<file path="config.mk">
export PLATFORM = sky130hd
export DESIGN_NAME = pipe_f_stage
export DESIGN_NICKNAME = d
export VERILOG_FILES = /design/src/rtl/pipe_f_stage.sv
export SDC_FILE = /design/constraint.sdc
export NUM_CORES = 1
export LEC_CHECK = 0
export CORE_MARGIN = 3
export CORE_UTILIZATION = 43
export CTS_BUF_LIST = sky130_fd_sc_hd__clkbuf_16
export DETAILED_ROUTE_END_ITERATION = 12
export GPL_ROUTABILITY_DRIVEN = 0
export MAX_ROUTING_LAYER = met4
export PLACE_DENSITY = 0.81
export SLEW_MARGIN = 20
export SYNTH_ARGS = -nofsm -noshare
export SYNTH_HDL_FRONTEND = slang
export SYNTH_SLANG_ARGS = --single-unit
export TNS_END_PERCENT = 50
</file>
<file path="constraint.sdc">
create_clock -name clock -period 2.6 [get_ports clock]
set_input_delay 0.65 -clock clock [delete_from_list [all_inputs] [get_ports clock]]
set_output_delay 0.65 -clock clock [all_outputs]
set_load 0.005 [all_outputs]
</file>
<file path="src/rtl/pipe_f_stage.sv">
// pipe_f_stage: instruction-fetch stage. Owns the PC, selects the next PC,
// runs a ready/request instruction-memory port, and feeds pc4/ins to IF/ID.
// A one-entry holding buffer keeps an instruction that arrived while decode
// was stalled. A pending-redirect register keeps a branch/jump target that
// decode resolved while the delay-slot fetch was still waiting on memory.
module pipe_f_stage #(
  parameter logic [31:0] RESET_PC = 32'h0000_0000
) (
  input  logic        clock,
  input  logic        resetn,
  input  logic [1:0]  pcsource,
  input  logic [31:0] bpc,
  input  logic [31:0] rpc,
  input  logic [31:0] jpc,
  input  logic        wpcir,
  output logic        imem_req,
  output logic [31:0] imem_addr,
  input  logic [31:0] imem_rdata,
  input  logic        imem_ready,
  output logic [31:0] pc,
  output logic [31:0] pc4,
  output logic [31:0] ins,
  output logic        if_busy
);

  logic [31:0] r_pc;
  logic [31:0] r_hbuf;
  logic        r_hvalid;
  logic        r_rpend;
  logic [31:0] r_rtarget;

  logic        w_req;
  logic        w_hit;
  logic        w_avail;
  logic        w_deliver;
  logic [31:0] w_pc4;
  logic [31:0] w_sel;
  logic [31:0] w_npc;

  // The request is dropped while the holding buffer already has the
  // instruction for this PC, and is forced low during reset.
  assign w_req     = resetn & ~r_hvalid;
  assign w_hit     = w_req & imem_ready;
  assign w_avail   = r_hvalid | w_hit;
  assign w_deliver = w_avail & wpcir;
  assign w_pc4     = r_pc + 32'd4;

  assign imem_req  = w_req;
  assign imem_addr = r_pc;
  assign pc        = r_pc;
  assign pc4       = w_pc4;
  assign if_busy   = ~w_avail;

  // Instruction to IF/ID: held copy first, then live memory data, else bubble.
  always_comb begin
    ins = 32'h0;
    if (r_hvalid)
      ins = r_hbuf;
    else if (w_hit)
      ins = imem_rdata;
  end

  // Decode's next-PC choice; the adder wraps modulo 2^32 naturally.
  always_comb begin
    w_sel = w_pc4;
    case (pcsource)
      2'b00:   w_sel = w_pc4;
      2'b01:   w_sel = bpc;
      2'b10:   w_sel = rpc;
      default: w_sel = jpc;
    endcase
  end

  // A stored redirect wins over whatever decode presents now (decode is
  // sending a bubble while the delay slot is still being fetched).
  always_comb begin
    w_npc = w_sel;
    if (r_rpend)
      w_npc = r_rtarget;
  end

  // PC, holding buffer and pending-redirect update.
  always_ff @(posedge clock or negedge resetn) begin
    if (!resetn) begin
      r_pc      <= RESET_PC;
      r_hbuf    <= 32'h0;
      r_hvalid  <= 1'b0;
      r_rpend   <= 1'b0;
      r_rtarget <= 32'h0;
    end else if (w_deliver) begin
      r_pc     <= w_npc;
      r_hvalid <= 1'b0;
      r_rpend  <= 1'b0;
    end else if (w_avail && !r_hvalid) begin
      // Decode stalled with the instruction in hand: park it, stop requesting.
      r_hbuf   <= imem_rdata;
      r_hvalid <= 1'b1;
    end else if (!w_avail && wpcir && (pcsource != 2'b00) && !r_rpend) begin
      // Redirect resolved before its delay slot arrived: remember the target.
      r_rpend   <= 1'b1;
      r_rtarget <= w_sel;
    end
  end

endmodule
</file>
==> reports/results.txt <==
Status = finished with violations
Failing checks = negative setup slack
Fin crit share = 117%
Arrival time at the worst endpoint = 2.39 ns
Dpl ws = -0.265 ns
Max Clk Rate = 329 MHz
First-pass GRT wire length = 37500 µm
Final Hold Vio Count = 0
Remaining Overflow, GRT = 0
Crit Path Max Fanout = 3
Routed Antenna Nets = 0
Crit path top cell by count = buf_4
Fin cells = 1121
Cells after synthesis = 608
Final setup viols = 22
Setup Skew = 0.00807 ns
Commonest non-fill, non-tap cell in the layout = clkdlybuf4s50_1
Layout cells sized above 1 = 35.4%
Num rows = 42
Post-DP HPWL = 16400 µm
Area share of the largest cell type after synthesis = 40.1%
Synth async-reset ratio = 100%
CP startpoint kind = flip-flop
CTS Hold Buffers Added = 0
EDFF count, synth = 0
Core area = 13600 µm²
Distinct cells, synth = 57
R2r worst-path depth = 10
Prevailing post-synth register cell = dfrtp_1
Reg2Reg Setup Slack = -0.07 ns
Io pins = 264
Synth top area cells = dfrtp_1 40%, mux2_2 11%, mux4_2 4.8%
Max-cap violations = 0
Syn_area_per_cell = 10.1 µm²
Maximum VDD drop = 0.000471 V
Critical path capture point type = output port
Fin crit period = 3.04 ns
Final #Nets = 1077
RSZ-0062 raised after global routing = true
Worst min-delay path category = in2async
Drt total wl = 26400 µm
Via count = 6906
Worst endpoint required time = 1.95 ns
Vias in the first global route = 6919
Post-synthesis sequential area ratio = 40.1%
Chip Height = 125 µm
Clk_lat worst skew = 0.34 ns
Critical R2R Capture = imem_addr[17]
CTS max path bufs = 2
CTS tree = done
Pwr Density = 787 nW/µm²
Post-Syn Nets = 743
Most frequent cells in the layout = 202 x clkdlybuf4s50_1, 120 x buf_4, 98 x dfrtp_1
FF-to-FF Start = imem_addr[11]
Slew @ Worst Pin = 0.870 ns
Layout area overhead = 66.6%
Input/output buffers = 263
Tot Pwr = 8020 µW
H-Tree Depth = 3
Slew headroom = 42.0%
TritonRoute pass-1 iters = 7
Initial antenna violation count = 0
GRT Util Overall = 30.8%
Family with the most delay on the worst path = simple AND/OR/NAND/NOR gates
Clk sink count = 98
Pin count of the biggest net entering global routing = 67
Final Slew Violations = 0
Final core occ = 75.2%
Setup TNS = -4.00 ns
CTS clk-pin slew, worst paths = 0.07 ns
Ant diodes = 0
Initial cell density of the core = 45.1%
Vias per cell = 6.16
#FFs+latches synth = 98
CP max stage cell = dfrtp_1
# DRC = 0
Leak = 0.00475 µW
Ys Warns = 0
DP Cell Count = 1063
Cell area after synthesis = 6120 µm²
Clk root buf = clkbuf_16
Post-DR wirelength/cell = 23.6 µm
CTS Buf Count = 9
Worst Path Buf+Inv = 4
Leading area contributor after synthesis = dfrtp_1
Die area = 15700 µm²
Largest stage delay on the critical path = 0.46 ns
Worst path cell trace = buf_4 > and4_4 > nand3_4 > nor4_4 > buf_4 > buf_4 > nand2_1 > xnor2_1 > clkbuf_2
Die Span X = 125 µm
Setup CP Type = reg2out
Final worst slack = -0.444 ns
Initial DRC Count = 827
[per-stage QoR]
step | hold WS [ns] | cell area (µm²)
finish | 0.345 | 10200
global route | 0.368 | 10200
CTS | 0.354 | 9940
detailed placement | 0.469 | 9300
global placement | 0.452 | 9300
floorplan | 0.354 | 6120
[worst max path at each step]
| stage | slack, ns | start | end | cells past startpoint |
|---|---|---|---|---|
| 2_1_floorplan | 0.20 | imem_addr[11] | pc4[31] | 5 |
| 3_3_place_gp | -0.23 | imem_addr[12] | pc4[25] | 5 |
| 3_5_place_dp | -0.26 | imem_addr[11] | pc4[22] | 8 |
| 4_1_cts | -0.22 | imem_addr[7] | pc4[21] | 7 |
| 5_1_grt | -0.47 | imem_addr[12] | pc4[28] | 9 |
| 6_report | -0.44 | imem_addr[11] | pc4[28] | 9 |
[sequential cells by signal, summed over array words and instances (netlist names)]
register   count
r_rtarget     32
r_rpend        1
r_hbuf        32
r_hvalid       1
imem_addr     32
[per-layer routing]
layer  vias up  track usage (%)  share of wire, %
met4         0             15.8               5.9
met3       186             7.38                11
li1       2847                -                 -
met2       622             49.3                47
met5         -                -                 0
met1      3251             36.4                36
[kinds of logic after synthesis]
family	after synthesis	share of synthesized area [%]
AND/OR/NAND/NOR	171	14.4
AO/OA/AOI/OAI	131	14.5
flip-flops	98	40.1
multiplexers	93	19.1
buffers and inverters	86	7.61
XOR/XNOR	28	4.13
adder cells (fa/ha/maj)	1	0.204
[cells in the mapped netlist (all sizes together), types with 20 or more instances]
master	instances
mux2	60
nand2	61
nand3	28
xnor2	20
a22o	32
buf	51
a21oi	27
mux2i	20
dfrtp	98
nor2	30
clkbuf	30
o21ai	39
[final cells by class]
class	instances	area, µm²
Clock inverter	5	72.6
Fill cell	791	3360
Timing Repair Buffer	404	3650
Sequential cell	98	2450
Tap cell	176	220
Clock buffer	9	225
Inverter	5	18.8
Multi-Input combinational cell	424	3550
[timing repair]
action                                  4_1_cts  5_1_grt
resized for setup                           149       81
pin swaps                                    42       25
endpoints found under the setup margin       58       41
setup buffers                                25       16
gates cloned                                  0        3
[where the power goes]
part           switching, µW  internal [µW]
sequential               408           2030
clock                    554            824
combinational           1850           2350
(Power assumes the default switching activity.)
